===== src/rtl/maze_env_responder.sv =====
// Handshaked 8x8 grid-maze environment for the Q-learning agent.
// Owns current state, step and episode counters; one registered step per action.
module maze_env_responder #(
  parameter logic [5:0]         START_STATE = 6'd0,
  parameter logic [5:0]         GOAL_STATE  = 6'd63,
  parameter logic [7:0]         MAX_STEPS   = 8'd64,
  parameter logic [63:0]        WALL_MAP    = 64'h0,
  parameter logic signed [15:0] REWARD_GOAL = 16'sd100,
  parameter logic signed [15:0] REWARD_STEP = -16'sd1,
  parameter logic signed [15:0] REWARD_WALL = -16'sd10
) (
  input  logic        clk,
  input  logic        rst_n,
  input  logic        en,
  input  logic        act_valid,
  output logic        act_ready,
  input  logic [3:0]  action,
  output logic        rsp_valid,
  input  logic        rsp_ready,
  output logic [5:0]  current_state,
  output logic [5:0]  next_state,
  output logic [15:0] reward,
  output logic        done,
  output logic        timeout,
  output logic [7:0]  step_count,
  output logic [15:0] episode_count
);

  typedef enum logic [1:0] {
    IDLE,
    CALC,
    RESP
  } state_e;

  state_e st_q, st_d;

  logic [3:0]         act_q, act_d;
  logic [5:0]         cur_q, cur_d;
  logic [5:0]         nxt_q, nxt_d;
  logic signed [15:0] rew_q, rew_d;
  logic               done_q, done_d;
  logic               to_q, to_d;
  logic [7:0]         step_q, step_d;
  logic [15:0]        ep_q, ep_d;

  logic [2:0] row, col;
  logic [5:0] cand;
  logic       onehot, edge_blk, blocked, goal, limit;
  logic [7:0] step_inc;

  assign row = cur_q[5:3];
  assign col = cur_q[2:0];

  always_comb begin
    cand     = cur_q;
    edge_blk = 1'b0;
    onehot   = (act_q != 4'd0) && ((act_q & (act_q - 4'd1)) == 4'd0);
    // Decode only a clean one-hot action; anything else is an illegal move.
    if (onehot) begin
      unique case (1'b1)
        act_q[0]: begin
          if (row == 3'd0) edge_blk = 1'b1;
          else cand = {row - 3'd1, col};
        end
        act_q[1]: begin
          if (row == 3'd7) edge_blk = 1'b1;
          else cand = {row + 3'd1, col};
        end
        act_q[2]: begin
          if (col == 3'd0) edge_blk = 1'b1;
          else cand = {row, col - 3'd1};
        end
        act_q[3]: begin
          if (col == 3'd7) edge_blk = 1'b1;
          else cand = {row, col + 3'd1};
        end
        default: edge_blk = 1'b1;
      endcase
    end
  end

  assign blocked  = !onehot || edge_blk || WALL_MAP[cand];
  assign goal     = !blocked && (cand == GOAL_STATE);
  assign step_inc = step_q + 8'd1;
  assign limit    = (step_inc == MAX_STEPS);

  always_comb begin
    st_d   = st_q;
    act_d  = act_q;
    cur_d  = cur_q;
    nxt_d  = nxt_q;
    rew_d  = rew_q;
    done_d = done_q;
    to_d   = to_q;
    step_d = step_q;
    ep_d   = ep_q;
    case (st_q)
      IDLE: begin
        if (act_valid && en) begin
          act_d = action;
          st_d  = CALC;
        end
      end
      CALC: begin
        step_d = step_inc;
        nxt_d  = blocked ? cur_q : cand;
        rew_d  = blocked ? REWARD_WALL :
                 goal    ? REWARD_GOAL : REWARD_STEP;
        // Goal outranks the step limit on the same step.
        done_d = goal || limit;
        to_d   = !goal && limit;
        st_d   = RESP;
      end
      RESP: begin
        if (rsp_ready) begin
          if (done_q) begin
            cur_d  = START_STATE;
            nxt_d  = START_STATE;
            step_d = 8'd0;
            if (ep_q != 16'hFFFF) ep_d = ep_q + 16'd1;
          end else begin
            cur_d = nxt_q;
          end
          done_d = 1'b0;
          to_d   = 1'b0;
          st_d   = IDLE;
        end
      end
      default: st_d = IDLE;
    endcase
  end

  always_ff @(posedge clk or negedge rst_n) begin
    if (!rst_n) begin
      st_q   <= IDLE;
      act_q  <= 4'd0;
      cur_q  <= START_STATE;
      nxt_q  <= START_STATE;
      rew_q  <= 16'sd0;
      done_q <= 1'b0;
      to_q   <= 1'b0;
      step_q <= 8'd0;
      ep_q   <= 16'd0;
    end else begin
      st_q   <= st_d;
      act_q  <= act_d;
      cur_q  <= cur_d;
      nxt_q  <= nxt_d;
      rew_q  <= rew_d;
      done_q <= done_d;
      to_q   <= to_d;
      step_q <= step_d;
      ep_q   <= ep_d;
    end
  end

  assign act_ready     = rst_n && en && (st_q == IDLE);
  assign rsp_valid     = (st_q == RESP);
  assign current_state = cur_q;
  assign next_state    = nxt_q;
  assign reward        = rew_q;
  assign done          = done_q;
  assign timeout       = to_q;
  assign step_count    = step_q;
  assign episode_count = ep_q;

endmodule


===== config.mk =====
export PLATFORM = sky130hd
export DESIGN_NAME = maze_env_responder
export DESIGN_NICKNAME = d
export VERILOG_FILES = /design/src/rtl/maze_env_responder.sv
export SDC_FILE = /design/constraint.sdc
export NUM_CORES = 1
export LEC_CHECK = 0
export BUFFER_PORTS_ARGS = -buffer_cell sky130_fd_sc_hd__buf_4
export CAP_MARGIN = 20
export CORE_MARGIN = 2
export CORE_UTILIZATION = 45
export DETAILED_ROUTE_END_ITERATION = 10
export PLACE_DENSITY = 0.78
export SYNTH_ARGS = -nofsm -noshare
export SYNTH_HDL_FRONTEND = slang
export SYNTH_SLANG_ARGS = --single-unit

===== constraint.sdc =====
create_clock -name clk -period 2.32 [get_ports clk]
set_clock_uncertainty 0.05 [all_clocks]
set_input_delay 0.464 -clock clk [delete_from_list [all_inputs] [get_ports clk]]
set_output_delay 0.464 -clock clk [all_outputs]
set_load 0.005 [all_outputs]

# Yosys cells after proc, flatten, opt, wreduce, memory -nomap -nowiden
# Memories as Yosys holds them, arrays and structs flattened.
# Index checks and enable logic that the tools add are counted.
[op_classes]
addsub = 7
magnitude_cmp = 1
n_eq_ne = 10
muxes = 28
n_bitwise = 1
reduce_logical = 24
[ops]
columns = ["op", "count"]
rows = [
  ["$mux W6", 6],
  ["$mux W16", 2],
  ["$pmux W6 S4", 1],
  ["$add A16 B1 Y16 const B", 1],
  ["$mux W8", 2],
  ["$ne A16 B16 Y1 const B", 1],
  ["$pmux W8 S2", 1],
  ["$pmux W6 S2", 1],
  ["$add A8 B1 Y8 const B", 1],
  ["$eq A8 B7 Y1 const B", 1],
  ["$reduce_and A2 Y1", 4],
  ["$lt A6 B7 Y1 const B", 1],
  ["$mux W1", 7],
  ["$add A3 B1 Y3 const B", 2],
  ["$eq A3 B3 Y1 const B", 2],
  ["$eq A6 B6 Y1 const B", 1],
  ["$logic_and A1 B1 Y1", 6],
  ["$logic_not A3 Y1", 2],
  ["$mux W3", 2],
  ["$pmux W2 S3", 1],
  ["$sub A3 B1 Y3 const B", 2],
  ["$and A4 B4 Y4", 1],
  ["$logic_not A4 Y1", 1],
  ["$mux W2", 2],
  ["other kinds (14)", 20],
]
[totals]
regBits = 60
romBits = 64
inputBits = 9
out_inout_bits = 56
n_memories = 1
[mem_list]
columns = ["memory", "depth", "word_bits", "rd", "rd_clocked_by_memory_dff", "write_ports", "line_no", "text"]
rows = [
  ["(no name shown)", 64, 1, 1, 0, 0, "82", "assign blocked = !onehot || edge_blk || WALL_MAP[cand];"],
]

# Logic depth before layout (Yosys ltp)
[logic_depth]
depth_word = 13
mapped_depth = 8

# Worst setup path after synthesis
# OpenSTA, ideal clock, no wires.
[synth_timing]
path_kind = "register to register"
from = "register cur_q[0] (netlist: current_state[0])"
to = "register done_q (netlist: done)"
arrival_time_ns = 1.827
slack_ns = 0.316
stages_incl_launch_ff = 9
synth_period_minus_slack_ns = 2.004
cell_sequence = "dfrtp_1 > inv_1 > ha_1 > nand2_1 > o21ai_1 > or3_4 > a32oi_2 > nor4_2 > a311o_1"
[synth_via]
elab_chain_len = 11
word_cells_on_any_way = 23
cone_classes = "add/sub: 2; eq/ne: 2; mux: 12; reduce/logical: 6; memory: 1"
[synth_lines]
columns = ["element", "line_no", "text"]
rows = [
  ["from (decl)", "38", "logic [5:0] cur_q, cur_d;"],
  ["from (signal assigned)", "147", "cur_q <= cur_d;"],
  ["$add A3 B1 Y3, or another cell as far along", "75", "else cand = {row, col + 3'd1};"],
  ["$mux W3, on equally long branches", "74, 70", ""],
  ["$pmux W6 S4", "60", "unique case (1'b1)"],
  ["$mux W6", "59", "if (onehot) begin"],
  ["$mem_v2 Z64 W1", "--", ""],
  ["$mux W1 (implied by the code)", "82", ""],
  ["$logic_or A1 B1 Y1", "82", ""],
  ["$logic_not A1 Y1", "83", "assign goal = !blocked && (cand == GOAL_STATE);"],
  ["$logic_and A1 B1 Y1 *", "83", ""],
  ["$logic_or A1 B1 Y1 *", "110", "done_d = goal || limit;"],
  ["$pmux W1 S2 *", "97", "case (st_q)"],
  ["to (signal assigned)", "150", "done_q <= done_d;"],
  ["to (decl)", "41", "logic done_q, done_d;"],
]
# Mark *: on every way between the ends. The rest lies on a longest branch, timed or not. The select of a mux whose other input is x is not followed.
# A chain may end at the register's enable or synchronous reset.

# Worst setup path after layout
# Same ends and word-level chain as after synthesis.

==> PnR_summary.wiki <==
{| class="wikitable"
! Metric !! Value
|-
| Detail Route Antenna Nets || 0
|-
| Area growth syn-to-layout || 21.9%
|-
| Number of input and output port buffers inserted || 64
|-
| Cell area after layout || 3150 sq um
|-
| Post-synthesis adder-cell area fraction || 0.0387
|-
| Number of I/O pins || 65
|-
| Capturing element type of the critical path || flip-flop
|-
| Worst Reg-to-Reg Cells || 8
|-
| Post_cts resized || 0
|-
| Area of the core || roughly 5500 sq um
|-
| Sequential standard cell area || 1180 sq um
|-
| Clk buf depth || 2
|-
| Maximum single-stage delay on the critical path || roughly 0.43 ns
|-
| Routability congestion estimate || between 0.8 and 0.9
|-
| Clock Latency Late Sink || ~0.30 ns
|-
| Number of antenna violations at the first check in global routing || 0
|-
| Worst hold margin || around 0.21 ns
|-
| Critical path destination || done
|-
| Vias per inst || roughly 5.5
|-
| Critical path class || flip-flop to flip-flop
|-
| DRC violations left || 0
|-
| # clock sinks || 47
|-
| FF-to-FF Start || current_state[0]
|-
| Detail-routed net length per standard cell || ~14 microns
|-
| Number of slew-limit violations in the final report || 0
|-
| Layout cell share with drive strength beyond 1 || 0.255
|-
| Post-CTS setup buffer count || 0
|-
| Die X || approximately 80 microns
|-
| Buffers and inverters on the worst path || 1
|-
| Critical path arrival || about 2.3 ns
|-
| Outcome || completed
|-
| Worst vdd ir || 0.000441 V
|-
| Total of warnings raised by yosys || 0
|-
| Overall fraction of global-route tracks in use || 0.196
|-
| Initial core utilization || 0.467
|-
| CP cell instances || inv_1 -> ha_1 -> nand2_1 -> o21ai_1 -> or3_4 -> a32oi_2 -> nor4_2 -> a311o_1
|-
| Y dimension of the die || roughly 80 microns
|-
| Required time at the worst-slack endpoint || 2.47 ns
|-
| Power density normalized to cell area || between 800 and 900 nW/um^2
|-
| LEAKAGE || around 1.5 nW
|-
| Cell area after synthesis || about 2600 sq um
|-
| Post-synth cell types || 43
|-
| Most frequent standard cell in the layout excluding fill and tap cells || buf_4
|-
| Most frequent cells in the layout || 70 x buf_4, 47 x dfrtp_1, 33 x nand2_1, 28 x nor2_1, 22 x o21ai_0
|-
| Number of maximum-capacitance violations || 0
|-
| Filler cell count in the final layout || 515
|-
| Tot Pwr || around 0.0028 W
|-
| Gr ovfl total || 0
|-
| Post-Syn Instances || ~280
|-
| Post-layout min period || between 2 and 2.5 ns
|-
| Slew HR || 0.568
|-
| Setup crit start || current_state[0]
|-
| Parity-gate share of the synthesized area counting xor and xnor cells || 0.0678
|-
| Compound-Gate Fraction of Synth Area || 0.135
|-
| Flop and latch count out of synthesis || 47
|-
| Global-route wire length before repair || 9800 microns
|-
| Rows || 27
|-
| Total via count in the routed design || 2212
|-
| Clock tree from TritonCTS || yes
|-
| Highest clock frequency the design can meet || ~0.47 GHz
|-
| Post-DP HPWL || about 4300 microns
|-
| Async set-or-reset flop fraction in the synthesized netlist || 1.00
|-
| Clock buffers created by TritonCTS || 5
|-
| Multi-input gate area || 1230 sq um
|-
| Share of synthesized cell area in and, or, nand and nor gates || 0.215
|-
| Number of diodes added for antenna fixing || 0
|-
| Placed cell area || between 3000 and 4000 sq um
|-
| Number of enable-type register cells in the synthesized netlist || 0
|-
| Largest family of logic cells by synthesized area || simple AND/OR/NAND/NOR gates
|-
| Critical register-to-register path endpoint || done
|-
| Final WL || between 5000 and 6000 microns
|-
| Largest net degree at the start of global routing || 48
|-
| Nets || 350
|-
| Floorplan die area || 6370 sq um
|-
| Final setup violating endpoints || 0
|-
| Detailed-routing iteration count for the pre-antenna-repair pass || 4
|-
| Endpoints failing hold || 0
|-
| Clk pin slew, worst setup/hold paths || 0.09 ns
|-
| Worst min-delay path category || primary input to async pin
|-
| Post-route clock period utilization || 0.919
|-
| Crit Path Max Fanout || 6
|-
| Kind of start point of the critical path || flip-flop
|-
| H-tree levels || 2
|-
| Slew at the pin with the worst max-slew slack || between 0.6 and 0.7 ns
|-
| Syn Nets || 296
|-
| Number of logic stages on the critical path including buffering || 8
|-
| Mux cell area share after synthesis || 0.0208
|-
| Post-CTS Hold Fix Bufs || 0
|-
| Register area share after synthesis || 0.455
|-
| Post-synth top flop || dfrtp_1
|-
| Average cell area after synthesis || 9.27 sq um
|-
| Detailed router's first-iteration violation count || approximately 140
|-
| Kind of cell adding the most delay to the critical path || simple AND/OR/NAND/NOR gates
|-
| Cell with the largest stage delay on the worst path || dfrtp_1
|-
| Via count of the first global-routing pass || approximately 2100
|-
| RSZ-0062 raised after global routing || false
|-
| Sum Neg Setup Slack || 0 ns
|-
| Buffer type at the clock tree root || clkbuf_8
|-
| Internal reg-to-reg setup slack || around 0.19 ns
|}
## how the worst min path moves through the flow
stage	from	to	slack, ns	cells after the start
after floorplan	rst_n	act_q[0]	0.12	0
after global placement	episode_count[6]	episode_count[6]	0.43	1
after detailed placement	episode_count[13]	episode_count[13]	0.44	1
after CTS	rst_n	reward[14]	0.24	2
after global routing	rst_n	reward[14]	0.26	2
final	rst_n	act_q[0]	0.21	2
## Yosys cell counts, drive strengths merged, types with 2 or more instances
cell type	n	area, sq um
o21ai	27	135
nand3	12	60.1
xnor2	14	123
o41ai	2	17.5
o31ai	2	15.0
nor3	6	35.0
nand4	7	43.8
and4	4	35.0
nand2	33	124
clkbuf	8	30.0
mux2	3	33.8
nor2	28	105
ha	8	100
a21oi	5	28.8
a31oi	4	25.0
nor2b	2	12.5
nand2b	8	50.1
a211oi	3	22.5
a32oi	2	25.0
inv	10	37.5
xor2	6	52.6
nor4	3	25.0
buf	15	108
a211o	2	17.5
mux2i	2	20.0
dfrtp	47	1180
and3	6	37.5
## metrics by stage
stage,setup slack [ns],util,std cells
3_5_place_dp,0.189,0.553,398
2_1_floorplan,0.316,-,279
5_1_grt,0.0540,0.569,405
4_1_cts,0.191,0.569,405
6_report,0.187,0.569,405
3_3_place_gp,0.273,0.553,398
## worst register-to-register path, stage by stage, from the launching register on
cell	delay (ns)
dfrtp_1	0.43
inv_1	0.12
ha_1	0.24
nand2_1	0.10
o21ai_1	0.08
or3_4	0.41
a32oi_2	0.23
nor4_2	0.10
a311o_1	0.27
## sequential cells by signal, indices dropped and copies added (netlist names)
signal	cells
step_count	8
st_q	2
reward	3
timeout	1
next_state	6
done	1
current_state	6
act_q	4
episode_count	16
## cells by family after synthesis
kind of cell    Yosys count
mux                       5
fa+ha+maj                 8
xor+xnor                 20
simple gates            112
compound gates           54
buf+inv                  33
flops                    47
## per-layer routing
metal,wire [microns],track usage
met5,0,0
met4,52,0.0475
met3,339,0.0509
met2,2840,0.325
met1,2620,0.256
## report_power, final
| part | internal (W) | switching [W] | total (W) |
|---|---|---|---|
| logic | 0.000533 | 0.000528 | 0.00106 |
| registers | 0.000986 | 0.000262 | 0.00125 |
| clock network | 0.000234 | 0.000277 | 0.000512 |
## area by class of cell
type / instances / share of cell area
clock buffers: 6 / 0.0262
clock inverters: 1 / 0.00159
inverters: 10 / 0.0119
multi-input cells: 199 / 0.392
flip-flops and latches: 47 / 0.373
well taps: 72 / 0.0286
repair buffers: 70 / 0.167
Power figures use the tool's default switching activity.
